File: config.mk
export PLATFORM = sky130hd
export DESIGN_NAME = seq_trigger
export DESIGN_NICKNAME = d
export VERILOG_FILES = /design/src/rtl/seq_trigger.sv
export SDC_FILE = /design/constraint.sdc
export NUM_CORES = 1
export LEC_CHECK = 0
export ABC_CLOCK_PERIOD_IN_PS = 2900
export CAP_MARGIN = 15
export CORE_ASPECT_RATIO = 0.6
export CORE_MARGIN = 2
export CORE_UTILIZATION = 34
export CTS_CLUSTER_SIZE = 28
export DETAILED_ROUTE_END_ITERATION = 7
export PLACE_DENSITY = 0.89
export SLEW_MARGIN = 5
export SYNTH_ARGS = -nofsm -noshare
export SYNTH_HDL_FRONTEND = slang
export SYNTH_SLANG_ARGS = --single-unit
File: constraint.sdc
create_clock -name clk -period 2.9 [get_ports clk]
set_input_delay 0.87 -clock clk [delete_from_list [all_inputs] [get_ports clk]]
set_output_delay 0.87 -clock clk [all_outputs]
set_load 0.02 [all_outputs]
File: src/rtl/seq_trigger.sv
// Multi-stage sequential trigger: each stage must see its channel/protocol
// condition a programmed number of times before the next stage is evaluated.
module seq_trigger #(
   parameter  int NUM_CH     = 5,
   parameter  int NUM_STAGES = 2,
   parameter  int CNT_W      = 8,
   localparam int SW         = (NUM_STAGES > 1) ? $clog2(NUM_STAGES) : 1
) (
   input  logic                           clk,
   input  logic                           rst,
   input  logic                           armed,
   input  logic [NUM_CH-1:0]              chH,
   input  logic [NUM_CH-1:0]              chL,
   input  logic [NUM_STAGES*NUM_CH*5-1:0] stage_cfg,
   input  logic [NUM_STAGES*CNT_W-1:0]    stage_cnt,
   input  logic [NUM_STAGES-1:0]          stage_prot_en,
   input  logic                           protTrig,
   input  logic                           set_capture_done,
   output logic                           triggered,
   output logic [SW-1:0]                  cur_stage,
   output logic [CNT_W-1:0]               hit_cnt
);

   // Stage tables are padded to a power of two so cur_stage indexes them directly.
   localparam int NS_P = 1 << SW;

   typedef enum logic [1:0] {
      ST_IDLE  = 2'd0,
      ST_RUN   = 2'd1,
      ST_TRIGD = 2'd2
   } state_e;

   state_e               state_q, state_d;
   logic [SW-1:0]        stage_q, stage_d;
   logic [CNT_W-1:0]     cnt_q, cnt_d;
   logic                 trig_q, trig_d;
   logic [NUM_CH-1:0]    chh_prev_q;
   logic [NUM_CH-1:0]    chl_prev_q;

   logic [NUM_CH-1:0]    rise_s;
   logic [NUM_CH-1:0]    fall_s;
   logic [NUM_CH*5-1:0]  cfg_tab_s [NS_P];
   logic [CNT_W-1:0]     tgt_tab_s [NS_P];
   logic [NS_P-1:0]      prot_tab_s;
   logic [NUM_CH*5-1:0]  cfg_cur_s;
   logic [CNT_W-1:0]     tgt_raw_s;
   logic [CNT_W-1:0]     tgt_eff_s;
   logic [NUM_CH-1:0]    ch_ok_s;
   logic                 stage_hit_s;
   logic                 reach_s;
   logic                 last_s;

   function automatic logic ch_ok(input logic [4:0] cfg, input logic rise,
                                  input logic fall, input logic hi, input logic lo);
      return cfg[0] | (cfg[4] & rise) | (cfg[3] & fall) | (cfg[2] & hi) | (cfg[1] & ~lo);
   endfunction

   assign rise_s = chH & ~chh_prev_q;
   assign fall_s = ~chL & chl_prev_q;

   // Unused padding stages get an all-zero config, which can never be satisfied.
   for (genvar s = 0; s < NS_P; s++) begin : g_stage
      if (s < NUM_STAGES) begin : g_real
         assign cfg_tab_s[s]  = stage_cfg[s*NUM_CH*5 +: NUM_CH*5];
         assign tgt_tab_s[s]  = stage_cnt[s*CNT_W +: CNT_W];
         assign prot_tab_s[s] = stage_prot_en[s];
      end else begin : g_pad
         assign cfg_tab_s[s]  = '0;
         assign tgt_tab_s[s]  = '0;
         assign prot_tab_s[s] = 1'b0;
      end
   end

   assign cfg_cur_s = cfg_tab_s[stage_q];
   assign tgt_raw_s = tgt_tab_s[stage_q];

   for (genvar c = 0; c < NUM_CH; c++) begin : g_ch
      assign ch_ok_s[c] = ch_ok(cfg_cur_s[c*5 +: 5], rise_s[c], fall_s[c], chH[c], chL[c]);
   end

   assign stage_hit_s = (&ch_ok_s) & (~prot_tab_s[stage_q] | protTrig);
   assign tgt_eff_s   = (tgt_raw_s == '0) ? CNT_W'(1) : tgt_raw_s;
   // One bit wider so a full-scale count plus one cannot wrap below the target.
   assign reach_s     = (({1'b0, cnt_q} + (CNT_W+1)'(1)) >= {1'b0, tgt_eff_s});
   assign last_s      = (stage_q == SW'(NUM_STAGES - 1));

   // State and counter registers.
   always_ff @(posedge clk) begin
      if (rst) begin
         state_q <= ST_IDLE;
         stage_q <= '0;
         cnt_q   <= '0;
         trig_q  <= 1'b0;
      end else begin
         state_q <= state_d;
         stage_q <= stage_d;
         cnt_q   <= cnt_d;
         trig_q  <= trig_d;
      end
   end

   // Edge history tracks the inputs every cycle, independent of the FSM.
   always_ff @(posedge clk) begin
      if (rst) begin
         chh_prev_q <= '1;
         chl_prev_q <= '0;
      end else begin
         chh_prev_q <= chH;
         chl_prev_q <= chL;
      end
   end

   // Next-state logic.
   always_comb begin
      state_d = state_q;
      if (set_capture_done) begin
         state_d = ST_IDLE;
      end else begin
         case (state_q)
            ST_IDLE: begin
               if (armed) state_d = ST_RUN;
               else       state_d = ST_IDLE;
            end
            ST_RUN: begin
               if (!armed)                              state_d = ST_IDLE;
               else if (stage_hit_s && reach_s && last_s) state_d = ST_TRIGD;
               else                                     state_d = ST_RUN;
            end
            ST_TRIGD: state_d = ST_TRIGD;
            default:  state_d = ST_IDLE;
         endcase
      end
   end

   // Stage/count/trigger updates; capture-done overrides a coincident final hit.
   always_comb begin
      stage_d = stage_q;
      cnt_d   = cnt_q;
      trig_d  = trig_q;
      if (set_capture_done) begin
         stage_d = '0;
         cnt_d   = '0;
         trig_d  = 1'b0;
      end else begin
         case (state_q)
            ST_IDLE: begin
               stage_d = '0;
               cnt_d   = '0;
               trig_d  = 1'b0;
            end
            ST_RUN: begin
               if (!armed) begin
                  stage_d = '0;
                  cnt_d   = '0;
                  trig_d  = 1'b0;
               end else if (stage_hit_s) begin
                  if (reach_s) begin
                     if (last_s) begin
                        trig_d = 1'b1;
                     end else begin
                        stage_d = stage_q + SW'(1);
                        cnt_d   = '0;
                     end
                  end else begin
                     cnt_d = cnt_q + CNT_W'(1);
                  end
               end else begin
                  cnt_d = cnt_q;
               end
            end
            ST_TRIGD: trig_d = 1'b1;
            default: begin
               stage_d = '0;
               cnt_d   = '0;
               trig_d  = 1'b0;
            end
         endcase
      end
   end

   // Outputs come straight from registers.
   always_comb begin
      triggered = trig_q;
      cur_stage = stage_q;
      hit_cnt   = cnt_q;
   end

endmodule

# == Yosys cells after proc, flatten, opt, wreduce, memory -nomap -nowiden ==
# Index checks and enable logic that the tools add are counted.
# word_totals
in_bits,83
elab_cells,109
ff_bits,22
# op_classes
reduce_logical,9
n_addsub,3
order_cmp,3
eq_ne,6
mux,28
bitwise,54
# op_table
cell,n
two-way mux 25 bit,3
two-way mux 8 bit,8
bitwise AND 1 bit,21
bitwise OR 1 bit,21
one-hot mux 8 bit (2 select lines),1
two-way mux 1 bit,11
bitwise AND 5 bit,2
inverter 5 bit,2
"adder 8 x 1 -> 9 bit, second input constant",1
greater-or-equal comparator 9 x 8 -> 1 bit,1
"!= test 3 bit, second input constant",3
AND reduction 3 bit,3
"adder 8 x 1 -> 8 bit, second input constant",1
zero test 8 bit,1
inverter 1 bit,7
one-hot mux 2 bit (3 select lines),1
AND reduction 5 bit,1
two-way mux 2 bit,2
"!= test 4 bit, second input constant",1
one-hot mux 1 bit (2 select lines),2
"== test 2 x 1 -> 1 bit, second input constant",1
"== test 2 bit, second input constant",1
"greater-or-equal comparator 2 bit, second input constant",1
logical AND 1 bit,2
5 further kinds,5

# == Depth between registers and ports, before layout ==
# Gate-level depths: netlist of run 1.
# depth
depth_word,16
depth_mapped,13
ltp_nobuf,13

# == Worst setup path after synthesis of run 1 ==
# Ideal clock, no wire load.
# synth_timing
kind,register to register
startpoint,register stage_q (netlist: cur_stage)
endpoint,register cnt_q[2] (netlist: hit_cnt[2])
path_buffers,1
required_time_ps,2840
path_slack_ps,-180
setup_ps,60
stages_incl_launch_ff,13
t_arrival_ps,3020
synth_period_minus_slack_ps,3080
cell_sequence,dfxtp_1 > buf_1 > mux2i_1 > nand4_1 > o21ai_0 > ha_1 > nor3b_1 > o21bai_1 > a21oi_1 > o211ai_1 > or4_1 > nor3_1 > a22o_1
# synth_between
elab_chain_cells,13
word_cells_on_any_way,63
classes_between,order compare (1); eq/ne (2); mux (13); bitwise (44); reduce/logical (3)
# synth_rtl
element,line,text
"start, declared",34,"logic [SW-1:0] stage_q, stage_d;"
"start signal, assigned",96,stage_q <= stage_d;
"parallel branches: the longest is 13 deep, another holds greater-or-equal comparator 9 x 8 -> 1 bit",-,
"end signal, assigned",97,cnt_q <= cnt_d;
"end, declared",35,"logic [CNT_W-1:0] cnt_q, cnt_d;"
# Several ways; the timed one is not identified. The select of a mux whose other input is x is not followed.
# A chain may end at the register's enable or synchronous reset.

# == Worst setup path after layout of run 1 ==
# layout_timing
startpoint,input port stage_cnt[1]
endpoint,register state_q[1]
# layout_between
elab_chain_cells,11
# layout_rtl
element,line,text
"start, declared",15,"input logic [NUM_STAGES*CNT_W-1:0] stage_cnt,"
two-way mux 8 bit (implied by the code) * (3 in series),75,assign tgt_raw_s = tgt_tab_s[stage_q];
zero test 8 bit,82,assign tgt_eff_s = (tgt_raw_s == '0) ? CNT_W'(1) : tgt_raw_s;
two-way mux 8 bit *,82,
greater-or-equal comparator 9 x 8 -> 1 bit *,84,"assign reach_s = (({1'b0, cnt_q} + (CNT_W+1)'(1)) >= {1'b0, tgt_eff_s});"
logical AND 1 bit * (2 in series),126,else if (stage_hit_s && reach_s && last_s) state_d = ST_TRIGD;
two-way mux 2 bit *,126,
two-way mux 2 bit *,125,if (!armed) state_d = ST_IDLE;
one-hot mux 2 bit (3 select lines) *,119,case (state_q)
"end signal, assigned",95,state_q <= state_d;
"end, declared",33,"state_e state_q, state_d;"
# Every way passes the cells marked *; elsewhere a longest branch is shown, timed or not. The select of a mux whose other input is x is not followed.

==> metrics, run 1 <==
status finished with violations; failing checks setup timing; Netlist cell types 39; hold_buf cts 0; Die ar. about 5000 um2; number of vias per cell 5.44; # port buffers 92; Max Clk Rate 329 MHz; VDD IR max 0.192 mV; CP startpoint kind input pin; DP Worst Slack -0.842 ns; Synth Cell Area 1520 um2; worst slew pin tran 0.588 ns; RSZ-0062 raised after global routing true; nets@finish slightly above 400; CTS tree done; Total GRT Usage 0.233; layout cells sized above 1 0.303; number of synthesis warnings 0; clk root buf clkbuf_8; Synth Instances 174; site row count 18; post-layout min period 3.04 ns; clk buf depth 2; via count between 1500 and 2000; Pleak ~1.2 nW; Mean Syn Cell Area between 8 and 9 um2; first-pass GRT wire length roughly 9600 um; Slew headroom 0.607; CP cell instances buf_8 > mux2i_4 > buf_4 > buf_4 > ha_1 > o21ai_1 > o21bai_1 > a21oi_1 > o211ai_1 > buf_4 > o21ai_4 > or4b_4 > a211oi_2; fin util 0.716; final hold vios 0; worst skew pair latency 0.26 ns; Die W 90.2 um; Setup CP Type in2reg; H-tree levels 1; cell area after layout 3000 um2; placed instance count around 350; power per cell area 246 nW/um2; Synth area leaders dfxtp_1, ha_1, a21oi_1; TritonCTS buffer count 3; vias in the first global route 1928; CP endpoint kind flip-flop; drt drc 0; ANT cells 0; max-cap check violation count 0; count of non-filler cells in the finished layout 367; Worst EP arrival 3.23 ns; drt wl/cell 18.1 um; ANT nets after route 0; post-DP HPWL 4500 um; setup violators final 12; initial antenna violation count 0; share of the synthesized area in the top cell type 0.290; syn nets 270; 1st-iter DRT viols 158; placer congestion estimate 0.833; Clock Sinks 22; dpl cell area between 2000 and 3000 um2; Core ar. ~4200 um2; largest net degree at the start of global routing 12; most used cell, CP buf_4; Final WS setup -0.140 ns; Min Hold Slack 0.554 ns; HP Class reg2reg; # IOs 93; Worst Clk Skew between 0.002 and 0.0025 ns; WL final 6650 um; CP Max Fanout 3; GRT Residual Overflow 0; Crit-path slowest cell or4b_4; setup tns final -1.17 ns; Worst Path Required 3.09 ns; clock slew at reported path FFs 0.08 ns; Power Total 738 uW; Die Y 55.7 um; register area share after synthesis 0.290; First-pass DRT Iterations 4; Syn-to-layout area delta 97.7%; post-synthesis sequential element count 22; CP peak stage delay 0.50 ns; Synth area leader dfxtp_1; fin crit share 1.05; Initial Util 0.362; max-slew violations 0
## cell type report
cell class                 count  area [um2]
sequential                    22         445
multi-input combinational    145        1190
tap                           60        75.1
inverter                       4        15.0
clock buffer                   3        41.3
fill                         276        1190
timing repair buffer         133        1230
## flip-flops by register name (all words and copies together), names as in the netlist
name and flops:
state_q 2, triggered 1, cur_stage 1, chl_prev_q 5
hit_cnt 8, chh_prev_q 5
## cells in the mapped netlist
master     number
a2111oi_0       1
a2111oi_2       1
a211oi_2        1
a21o_1          2
a21oi_1        18
a22o_1          7
a41oi_1         1
and4_1          1
buf_1           1
clkbuf_1        2
dfxtp_1        22
ha_1           13
inv_1           4
mux2_2          1
mux2i_1         9
nand2_1        12
nand3_1         4
nand3b_1        5
nand4_1         3
nor2_1          8
nor2b_1        12
nor3_1          6
nor3_2          1
nor3b_1         1
nor4_1          1
nor4_2          1
o211ai_1        3
o211ai_2        3
o21a_1          7
o21ai_0         3
o21ai_1         1
o21bai_1        1
o311ai_1        1
o31ai_1         4
or2_2           8
or4_1           1
or4b_1          1
xnor2_1         1
xor2_1          2
## metal layers
layer | part of all wire | routed length, um | global-route usage | vias to the layer above
met4 | 0.019 | 129 | 0.0220 | 0
met1 | 0.44 | 2920 | 0.313 | 940
li1 | - | - | - | 921
met2 | 0.45 | 3010 | 0.388 | 116
met3 | 0.088 | 584 | 0.0678 | 20
met5 | 0 | 0 | 0 | -
## cells by family (layout without fill, tap and decap cells)
logic type | Yosys count | in the layout | synth area share
compound gates | 54 | 54 | 0.257
xor+xnor | 3 | 3 | 0.0173
fa+ha+maj | 13 | 13 | 0.107
buf+inv | 7 | 140 | 0.0173
flops | 22 | 22 | 0.290
mux | 10 | 10 | 0.0668
simple gates | 65 | 65 | 0.243
## power breakdown
group,internal (mW),total [mW],switching [mW]
clock,0.0928,0.192,0.0989
combinational,0.154,0.233,0.0793
sequential,0.309,0.314,0.00456
## worst max-delay path: cells and delay by family
family | cells | cell delay [ns]
multiplexers | 1 | 0.16
buffers and inverters | 4 | 0.55
AND/OR/NAND/NOR | 1 | 0.50
AO/OA/AOI/OAI | 6 | 0.95
adder cells (fa/ha/maj) | 1 | 0.21
## path summary, 6_finish.rpt
kind,start,slack (ns),end,depth (start not counted)
worst max-delay path,stage_cnt[1],-0.14,state_q[1],13
worst min-delay path,triggered,0.55,triggered,2
worst max register to register,cur_stage,-0.06,state_q[1],13
worst min register to register,triggered,0.55,triggered,2
## what timing repair did
item,CTS,global route
buffers inserted,10,9
pin swaps,13,14
gates resized for setup,76,22
cloned,0,0
setup endpoints to repair,12,11
## layout by cell type (no fill, tap or decap), types with 8 or more instances in the layout
master and instances:
nand2_1 12, nor2_1 8, nor2b_1 12, clkdlybuf4s50_1 76, buf_4 41, buf_6 12
dfxtp_1 20, a21oi_1 18, or2_2 8, ha_1 13
(Power assumes the default switching activity.)
==> run 2, diff against run 1 <==
--- a/config.mk
+++ b/config.mk
@@ -12,7 +12,7 @@
 export CORE_UTILIZATION = 34
 export CTS_CLUSTER_SIZE = 28
 export DETAILED_ROUTE_END_ITERATION = 7
-export PLACE_DENSITY = 0.89
+export PLACE_DENSITY = 0.78
 export SLEW_MARGIN = 5
 export SYNTH_ARGS = -nofsm -noshare
 export SYNTH_HDL_FRONTEND = slang
==> run 2 against run 1 <==
Net effect:
- clock power is 52% higher
- total power is 11% higher
- setup slack gained 0.072 ns
- highest routed layer unchanged
- the flow still finishes with violations (setup timing)
- via count fell by 7.1%
- global-route usage decreased by 1.3 points
- die area is the same
- clock-buffer cell count unchanged
- sequential share of layout area grew 0.21 points
==> metrics, run 2 (synthesis results as in run 1) <==
status finished with violations; failing checks setup timing; switching share of power 0.220; fin crit share 1.02; Die ar. 5030 um2; Slew headroom 0.668; Pleak 1.22 nW; final hold vios 0; Worst Clk Skew 0.0154 ns; Clock Sinks 22; clk root buf clkbuf_8; max reg flops 8; # IOs 93; Total GRT Usage 0.220; cell area after layout 2970 um2; Syn-to-layout area delta 96.0%; most used cell, CP buf_4; most frequent cells in the layout clkdlybuf4s50_1, buf_4, a21oi_1, dfxtp_1; Setup CP Type in2reg; Comb power frac 0.260; Flop pwr share 0.383; worst skew pair latency 0.27 ns; Sw Pwr ~180 uW; CP peak stage delay between 0.4 and 0.5 ns; GRT Residual Overflow 0; worst slew pin tran 0.490 ns; clock power share 0.357; vias in the first global route ~1900; CP endpoint kind flip-flop; max-cap check violation count 0; Core ar. between 4000 and 5000 um2; largest net degree at the start of global routing 14; CP Max Fanout 3; Die W roughly 90 um; Max Clk Rate ~340 MHz; max-slew violations 0; dpl cell area 2730 um2; fin util 0.710; fill count around 330; Power Total between 800 and 900 uW; CP cell instances buf_6 > mux2i_2 > buf_4 > buf_4 > ha_4 > o21ai_1 > o21bai_1 > a21oi_1 > o211ai_1 > buf_4 > o21ai_2 > or4b_4 > a211oi_2; post-layout min period 2.97 ns; site row count 18; ANT nets after route 0; First-pass DRT Iterations 4; power per cell area approximately 270 nW/um2; r2r endpoint hit_cnt[0]; H-tree levels 1; Worst Path Required 3.08 ns; hold depth 1; 1st-iter DRT viols 61; Final WS setup -0.0688 ns; setup tns final -0.290 ns; setup violators final 7; RSZ-0062 raised after global routing true; clock slew at reported path FFs 0.07 ns; hold endpoint hit_cnt[1]; Reg2Reg Depth 12; nets@finish 403; ANT cells 0; CTS tree done; CP startpoint kind input pin; FF-to-FF Start cur_stage; Initial Util 0.362; worst path buffer plus inverter count 4; Int Pwr around 640 uW; placer congestion estimate 0.881; hold wc startpoint hit_cnt[1]; Die Y 55.7 um; WL final 5700 um; number of vias per cell 5.07; initial antenna violation count 0; Crit path max-delay family compound AO/OA/AOI/OAI gates; via count 1856; VDD IR max 0.222 mV; TritonCTS buffer count 3; drt wl/cell 15.6 um; layout cells sized above 1 0.314; Worst EP arrival 3.15 ns; post-DP HPWL 4430 um; HP Class reg2reg; hold_buf cts 0; most common cell after layout, fill and taps aside clkdlybuf4s50_1; R2R Setup Slk 0 ns; Crit-path slowest cell or4b_4; clk buf depth 2; # port buffers approximately 90; drt drc 0; first-pass GRT wire length 8940 um
run 2: changes by cell type in the layout (fill, tap and decap cells not counted), sizes merged:
| cell | change |
|---|---|
| bufinv | +1 |
| buf | -2 |
run 2: timing repair:
action | CTS | global route
pin swaps | 14 | 14
resized for setup | 67 | 23
hold endpoints to repair | 0 | 0
setup endpoints to repair | 12 | 12
setup buffers | 12 | 0
run 2: worst max path at each step:
stage	start	to	depth (start not counted)
finish	stage_cnt[1]	state_q[1]	13
global placement	stage_cnt[15]	hit_cnt[6]	12
global route	hit_cnt[1]	state_q[1]	11
CTS	stage_cnt[7]	hit_cnt[0]	12
detailed placement	stage_cnt[1]	hit_cnt[6]	12
floorplan	stage_cnt[13]	hit_cnt[2]	11
run 2: cell type report:
type / count / area, um2 / share of cell area
clock buffer: 3 / 41.3 / 0.0139
clock inverter: 1 / 30.0 / 0.0101
inverter: 4 / 15.0 / 0.00505
multi-input combinational: 145 / 1180 / 0.396
sequential: 22 / 448 / 0.151
tap: 60 / 75.1 / 0.0253
timing repair buffer: 131 / 1190 / 0.399
run 2: power groups by stage:
stage | Clock (mW) | Combinational (mW) | Sequential (mW)
2_1_floorplan | 0 | 0.0506 | 0.320
3_3_place_gp | 0 | 0.196 | 0.321
3_5_place_dp | 0 | 0.199 | 0.321
4_1_cts | 0.293 | 0.205 | 0.314
5_1_grt | 0.311 | 0.229 | 0.314
6_report | 0.292 | 0.212 | 0.313
run 2: stage by stage:
| stage | hold slack, ns | setup slack (ns) | cells |
|---|---|---|---|
| 2_1_floorplan | 0.494 | -0.0127 | 174 |
| 3_3_place_gp | 0.518 | -0.689 | 353 |
| 3_5_place_dp | 0.535 | -0.813 | 353 |
| 4_1_cts | 0.557 | -0.0389 | 368 |
| 5_1_grt | 0.564 | -0.164 | 366 |
| 6_report | 0.555 | -0.0688 | 366 |
run 2: worst register-to-register path: stages (launching register included):
cell and delay [ns]:
dfxtp_4 0.51, mux2i_4 0.29, nand4_1 0.13, o21ai_1 0.15, ha_1 0.25, nor3b_2 0.15
o21bai_1 0.08, a21oi_1 0.15, o211ai_1 0.19, buf_4 0.20, a21o_1 0.19, o21a_4 0.24
mux2_4 0.26
run 2: per-layer routing:
| metal | global-route usage | vias to the layer above | wire length [um] |
|---|---|---|---|
| li1 | - | 922 | - |
| met1 | 0.318 | 860 | 2740 |
| met4 | 0.00659 | 0 | 51 |
| met5 | 0 | - | 0 |
| met2 | 0.340 | 70 | 2440 |
| met3 | 0.0678 | 4 | 465 |
==> run 3, diff against run 2 <==
--- a/config.mk
+++ b/config.mk
@@ -6,7 +6,7 @@
 export NUM_CORES = 1
 export LEC_CHECK = 0
 export ABC_CLOCK_PERIOD_IN_PS = 2900
-export CAP_MARGIN = 15
+export CAP_MARGIN = 20
 export CORE_ASPECT_RATIO = 0.6
 export CORE_MARGIN = 2
 export CORE_UTILIZATION = 34
==> results of run 3 <==
The final DEF is identical to that of run 2; final timing and power are the same.
